===== src/rtl/t03_mem_pkg.sv =====
// Shared types and lane helpers for the load/store memory handler.
// Holds the access-width encoding, the FSM state type and the byte-lane rules.
package t03_mem_pkg;

  typedef enum logic [2:0] {
    BYTE  = 3'b000,
    HALF  = 3'b001,
    WORD  = 3'b010,
    UBYTE = 3'b100,
    UHALF = 3'b101
  } datawidth_t;

  typedef enum logic [1:0] {
    IDLE,
    BUSY,
    DONE
  } mem_state_t;

  function automatic logic width_legal(input logic [2:0] w);
    case (w)
      3'b000, 3'b001, 3'b010, 3'b100, 3'b101: return 1'b1;
      default:                                return 1'b0;
    endcase
  endfunction

  // Bit 2 only selects signed/unsigned; bits [1:0] give the size.
  function automatic logic is_half(input logic [2:0] w);
    return (w[1:0] == 2'b01);
  endfunction

  function automatic logic is_word(input logic [2:0] w);
    return (w[1:0] == 2'b10);
  endfunction

  function automatic logic offset_aligned(input logic [2:0] w, input logic [1:0] off);
    if (is_word(w)) return (off == 2'b00);
    if (is_half(w)) return !off[0];
    return 1'b1;
  endfunction

  function automatic logic [3:0] lane_sel(input logic [2:0] w, input logic [1:0] off);
    if (is_word(w)) return 4'b1111;
    if (is_half(w)) return 4'b0011 << off;
    return 4'b0001 << off;
  endfunction

  function automatic logic [31:0] lane_data(input logic [2:0] w, input logic [31:0] sd);
    if (is_word(w)) return sd;
    if (is_half(w)) return {2{sd[15:0]}};
    return {4{sd[7:0]}};
  endfunction

endpackage


===== src/rtl/mem_load_extend.sv =====
// Picks the addressed byte/halfword out of a bus read word and
// sign- or zero-extends it to 32 bits for register writeback.
module mem_load_extend
  import t03_mem_pkg::*;
(
  input  logic [1:0]  offset,
  input  datawidth_t  width,
  input  logic [31:0] rdata,
  output logic [31:0] result
);

  logic [7:0]  byte_v;
  logic [15:0] half_v;

  always_comb begin
    // NOTE: every always_comb output gets a default first so no path can infer a latch.
    result = rdata;
    byte_v = rdata[{offset, 3'b000} +: 8];
    half_v = offset[1] ? rdata[31:16] : rdata[15:0];
    case (width)
      BYTE:    result = {{24{byte_v[7]}}, byte_v};
      UBYTE:   result = {24'h0, byte_v};
      HALF:    result = {{16{half_v[15]}}, half_v};
      UHALF:   result = {16'h0, half_v};
      WORD:    result = rdata;
      default: result = rdata;
    endcase
  end

endmodule


===== src/rtl/mem_handler.sv =====
// Data-memory side of load/store: one word-aligned bus transaction per request,
// core frozen until ack or timeout, load result extended for writeback.
module mem_handler
  import t03_mem_pkg::*;
#(
  parameter int ADDR_W         = 32,
  parameter int TIMEOUT_CYCLES = 255
) (
  input  logic              clk,
  input  logic              nrst,
  input  logic              memRead,
  input  logic              memWrite,
  input  logic [2:0]        dataWidth,
  input  logic [ADDR_W-1:0] addr,
  input  logic [31:0]       storeData,
  output logic              freeze,
  output logic [31:0]       loadData,
  output logic              memErr,
  output logic              busRead,
  output logic              busWrite,
  output logic [ADDR_W-1:0] busAddr,
  output logic [31:0]       busWdata,
  output logic [3:0]        busSel,
  input  logic              busAck,
  input  logic [31:0]       busRdata
);

  localparam int                CNT_W    = $clog2(TIMEOUT_CYCLES + 1);
  localparam logic [CNT_W-1:0]  CNT_LAST = CNT_W'(TIMEOUT_CYCLES - 1);

  mem_state_t        state_q, state_d;
  logic              bus_read_q, bus_read_d;
  logic              bus_write_q, bus_write_d;
  logic [ADDR_W-1:0] bus_addr_q, bus_addr_d;
  logic [31:0]       bus_wdata_q, bus_wdata_d;
  logic [3:0]        bus_sel_q, bus_sel_d;
  logic [31:0]       load_data_q, load_data_d;
  logic              mem_err_q, mem_err_d;
  logic [CNT_W-1:0]  cnt_q, cnt_d;
  logic [1:0]        off_q, off_d;
  datawidth_t        width_q, width_d;
  logic              is_load_q, is_load_d;

  logic              req, legal_req, err_req, freeze_c;
  logic [31:0]       ext_data;

  mem_load_extend u_load_extend (
    .offset (off_q),
    .width  (width_q),
    .rdata  (busRdata),
    .result (ext_data)
  );

  assign req       = memRead ^ memWrite;
  assign legal_req = req && width_legal(dataWidth) && offset_aligned(dataWidth, addr[1:0]);
  assign err_req   = (memRead && memWrite) || (req && !legal_req);

  always_comb begin
    state_d     = state_q;
    bus_read_d  = bus_read_q;
    bus_write_d = bus_write_q;
    bus_addr_d  = bus_addr_q;
    bus_wdata_d = bus_wdata_q;
    bus_sel_d   = bus_sel_q;
    load_data_d = load_data_q;
    mem_err_d   = 1'b0;
    cnt_d       = cnt_q;
    off_d       = off_q;
    width_d     = width_q;
    is_load_d   = is_load_q;
    freeze_c    = 1'b0;

    case (state_q)
      IDLE: begin
        if (legal_req) begin
          freeze_c    = 1'b1;
          bus_read_d  = memRead;
          bus_write_d = memWrite;
          bus_addr_d  = {addr[ADDR_W-1:2], 2'b00};
          bus_sel_d   = lane_sel(dataWidth, addr[1:0]);
          bus_wdata_d = lane_data(dataWidth, storeData);
          off_d       = addr[1:0];
          width_d     = datawidth_t'(dataWidth);
          is_load_d   = memRead;
          cnt_d       = '0;
          state_d     = BUSY;
        end else if (err_req) begin
          mem_err_d   = 1'b1;
          load_data_d = 32'h0;
        end
      end

      BUSY: begin
        freeze_c = 1'b1;
        cnt_d    = cnt_q + 1'b1;
        // An ack on the last allowed cycle still completes normally.
        if (busAck) begin
          if (is_load_q) load_data_d = ext_data;
          bus_read_d  = 1'b0;
          bus_write_d = 1'b0;
          state_d     = DONE;
        end else if (cnt_q == CNT_LAST) begin
          bus_read_d  = 1'b0;
          bus_write_d = 1'b0;
          mem_err_d   = 1'b1;
          load_data_d = 32'h0;
          state_d     = DONE;
        end
      end

      DONE:    state_d = IDLE;
      default: state_d = IDLE;
    endcase
  end

  always_ff @(posedge clk) begin
    // NOTE: state registers use non-blocking assignments so every flop samples pre-edge values.
    if (!nrst) begin
      // NOTE: all of these are plain flops (no storage arrays), so each gets an explicit reset value.
      state_q     <= IDLE;
      bus_read_q  <= 1'b0;
      bus_write_q <= 1'b0;
      bus_addr_q  <= '0;
      bus_wdata_q <= 32'h0;
      bus_sel_q   <= 4'h0;
      load_data_q <= 32'h0;
      mem_err_q   <= 1'b0;
      cnt_q       <= '0;
      off_q       <= 2'b00;
      width_q     <= BYTE;
      is_load_q   <= 1'b0;
    end else begin
      state_q     <= state_d;
      bus_read_q  <= bus_read_d;
      bus_write_q <= bus_write_d;
      bus_addr_q  <= bus_addr_d;
      bus_wdata_q <= bus_wdata_d;
      bus_sel_q   <= bus_sel_d;
      load_data_q <= load_data_d;
      mem_err_q   <= mem_err_d;
      cnt_q       <= cnt_d;
      off_q       <= off_d;
      width_q     <= width_d;
      is_load_q   <= is_load_d;
    end
  end

  // The core must never be stalled while held in reset.
  assign freeze   = nrst && freeze_c;
  assign loadData = load_data_q;
  assign memErr   = mem_err_q;
  assign busRead  = bus_read_q;
  assign busWrite = bus_write_q;
  assign busAddr  = bus_addr_q;
  assign busWdata = bus_wdata_q;
  assign busSel   = bus_sel_q;

endmodule

===== config.mk =====
export PLATFORM = sky130hd
export DESIGN_NAME = mem_handler
export DESIGN_NICKNAME = d
export VERILOG_FILES = /design/src/rtl/t03_mem_pkg.sv /design/src/rtl/mem_load_extend.sv /design/src/rtl/mem_handler.sv
export SDC_FILE = /design/constraint.sdc
export NUM_CORES = 1
export LEC_CHECK = 0
export BUFFER_PORTS_ARGS = -buffer_cell sky130_fd_sc_hd__buf_2
export CORE_AREA = 2 2 105 107
export DETAILED_ROUTE_END_ITERATION = 7
export DIE_AREA = 0 0 107 109
export HOLD_SLACK_MARGIN = 0.06
export PLACE_DENSITY = 0.84
export SLEW_MARGIN = 20
export SYNTH_ARGS = -nofsm -noshare
export SYNTH_HDL_FRONTEND = slang
export SYNTH_HIERARCHICAL = 1
export SYNTH_SLANG_ARGS = --single-unit
export TNS_END_PERCENT = 5

===== constraint.sdc =====
create_clock -name clk -period 5.25 [get_ports clk]
set_input_delay 0.525 -clock clk [delete_from_list [all_inputs] [get_ports clk]]
set_output_delay 0.525 -clock clk [all_outputs]
set_load 0.05 [all_outputs]

==> results.py <==
metrics = {
    "grt": {
        "grt_pass1_wl_um": 24400,
        "antenna_found_initial": 0,
        "grt_usage_pct": 26.3,
        "grt_pass1_vias": 5048,
        "grt_max_degree": 103,
        "grt-ovfl-total": 0,
    },
    "synthesis": {
        "yosysWarnings": 6,
        "avgSynthCellArea_um2": 8.01,
        "async_reset_ff_share_pct": 0,
        "syn-instance-count": 682,
        "ys_ff_latch": 117,
        "synthTopCellsByArea": "dfxtp_1 43%, nand2_1 10%, a21oi_1 9.3%, o21ai_0 5.7%, a21boi_0 2.6%",
        "synth_edf_count": 0,
        "synth_ff_type": "dfxtp_1",
        "yosysTopAreaCell": "dfxtp_1",
        "ys_seq_area_share_pct": 42.9,
        "post-synth-top-area-fraction_pct": 42.9,
        "syn_area_mm2": 0.00546,
        "synth_cell_types": 61,
    },
    "hold_path": {
        "hp-start": "addr[12]",
        "holdPathStages": 3,
        "holdPathEnd": "busAddr[12]",
        "hp-class": "input port to register",
    },
    "placement": {
        "port_buffers": 205,
        "dp_hpwl_um": 10300,
        "place.gp.congestion": 0.859,
    },
    "power_and_ir_drop": {
        "p_switching_mw": 0.808,
        "peakVddDrop_mv": 0.249,
        "p_per_area_mw_per_mm2": 366,
        "p_comb_share_pct": 19.2,
        "power.share.clock_pct": 43.3,
        "p_leak_nw": 3.09,
        "swShare_pct": 31.5,
        "seqPwrFrac_pct": 37.5,
        "internal_power_mw": 1.75,
    },
    "die": {
        "start_util_pct": 51.5,
        "io_pins": 208,
        "die_h_um": 109,
        "rows": 38,
        "fp.dieArea_mm2": 0.0117,
        "coreArea_mm2": 0.0106,
        "die_w_um": 107,
    },
    "outcome": {
        "outcome": "finished, final reports clean",
    },
    "sta": {
        "setup_violations": 0,
        "drv_slew": 0,
        "fin_setup_tns_ps": 0,
        "finClkSkew_ps": 9.97,
        "slew_headroom_pct": 28.5,
        "finalCriticalPeriod_ps": 2550,
        "worstMarginPinSlew_ps": 1070,
        "fin_crit_sh_pct": 48.6,
        "hold_viol_final": 0,
        "hold_ws_ps": 254,
        "fmax_ghz": 0.392,
        "rsz0062_at_grt": "no",
    },
    "cts": {
        "cts_sinks": 117,
        "cts_resized": 0,
        "cts_tree": "built",
        "clock_latency_ps": 500,
        "cts_buffer_depth": 2,
        "cts_made_buffers": 17,
        "clock_tree.root_cell": "clkbuf_8",
        "cts-hold-fix-buffers": 0,
        "clk_pin_slew_ps": 60,
        "postCtsSetupRepairBufs": 0,
        "htreeDepth": 4,
    },
    "finish": {
        "area.growth.synth_to_final_pct": 28.2,
        "antenna_cells": 0,
        "multiInputGateArea_mm2": 0.00276,
        "drive_gt1_share_pct": 30.6,
        "num-nets-final": 961,
        "fillers": 949,
        "final-seq-area_mm2": 0.00234,
    },
    "routing": {
        "avgRoutedWirePerCell_um": 15.2,
        "dr.pass1.iters": 6,
        "avgViaCountPerCell": 5.46,
        "ant_nets": 0,
        "drt_iter0_markers": 317,
        "vias": 5503,
        "drt_wl_total_um": 15300,
        "drc": 0,
    },
    "critical_path": {
        "reg2reg_depth": 5,
        "cp.arrival_ps": 2020,
        "reg2reg_slack_ps": 2930,
        "rr_endpoint": "loadData[28]",
        "r2r_start": "off_q[1]",
        "start_kind": "input port",
        "critPathMaxFanout": 4,
        "worstPathRequired_ps": 4720,
        "end_kind": "output port",
        "worstSetupPathType": "input port to output port",
    },
    "job": {
        "drv_cap": 0,
    },
}
sequential cells by signal, summed over array words and instances, names as in the netlist:
register and cells:
off_q 2, width_q 3, state_q 2, busWdata 32, memErr 1, is_load_q 1, cnt_q 8, busWrite 1
busSel 4, busAddr 30, busRead 1, loadData 32
worst max-delay path, stage by stage:
cell and delay (ps):
buf_2 110, ha_1 340, nor3b_1 450, o21ai_4 100
a21oi_1 200, buf_2 300
logic make-up (layout without fill, tap and decap cells):
family                   count (synthesis)  in the layout  share of synthesized area [%]
AND/OR/NAND/NOR                        213            213                           16.8
flip-flops                             117            117                           42.9
AO/OA/AOI/OAI                          253            253                           30.0
multiplexers                            11             11                           2.34
adder cells (fa/ha/maj)                  3              3                          0.687
other                                    1              2                         0.0686
buffers and inverters                   82            266                           6.92
XOR/XNOR                                 2              2                          0.321
metal layers:
layer  part of all wire (%)  GRT usage (%)  up-vias  wire length (um)
li1                       -              -     2722                 -
met1                     43           32.0     2539              6580
met2                     47           44.3      223              7220
met3                    8.3           8.49       19              1280
met4                    1.6           8.35        0               246
met5                      0              0        -                 0
worst max path at each step:
stage / start / end / slack (ps) / cells past startpoint
2_1_floorplan: memRead / freeze / 2470 / 5
3_3_place_gp: memRead / busSel[2] / 2450 / 6
3_5_place_dp: memRead / busSel[2] / 2350 / 6
4_1_cts: memRead / freeze / 2710 / 6
5_1_grt: memRead / freeze / 2660 / 6
6_report: memRead / freeze / 2700 / 6
layout by cell type (no fill, tap or decap), types with 4 or more instances in the layout:
cell	instances
inv_1	23
mux2_2	4
clkinvlp_4	6
buf_4	5
nor2_1	23
a21boi_0	19
clkbuf_16	16
nand2_1	148
mux2i_1	6
a22o_1	8
buf_2	205
nor3_1	5
a21oi_1	101
a21boi_1	10
a311oi_2	9
a221o_1	6
a22oi_1	4
o22a_1	4
o21ai_0	62
nor2b_1	9
nand3_1	10
dfxtp_1	117
cell usage after synthesis (all sizes together) (5+ instances only):
library cell,number
a21oi,101
o21ai,63
dfxtp,117
nand3,10
nor2,24
mux2i,6
nor3,5
a21boi,29
nor2b,9
a22o,8
buf,23
clkbuf,35
inv,24
a311oi,11
a221o,6
nand2,148
power groups by stage:
stage | sequential, mW | clock, mW | combinational, mW
after detailed placement | 0.977 | 0 | 0.489
after CTS | 0.959 | 1.13 | 0.490
after floorplan | 1.11 | 0 | 0.231
after global placement | 0.977 | 0 | 0.484
after global routing | 0.965 | 1.17 | 0.530
final | 0.960 | 1.11 | 0.492
layout make-up:
cell class | instances | share of cell area [%]
Clock buffer | 17 | 5.91
Clock inverter | 15 | 2.22
Inverter | 24 | 1.29
Multi-Input combinational cell | 484 | 39.5
Sequential cell | 117 | 33.4
Tap cell | 140 | 2.50
Timing Repair Buffer | 210 | 15.2
per-stage QoR:
stage | utilization [%] | setup WS (ps) | area, um^2 | power (mW) | cells
finish | 66.1 | 2700 | 7000 | 2.56 | 1007
global route | 66.1 | 2660 | 7000 | 2.66 | 1007
CTS | 66.1 | 2710 | 7000 | 2.58 | 1007
detailed placement | 60.7 | 2350 | 6430 | 1.47 | 975
global placement | 60.7 | 2450 | 6430 | 1.46 | 975
floorplan | - | 2470 | 5470 | 1.34 | 683
(Power assumes the default switching activity.)
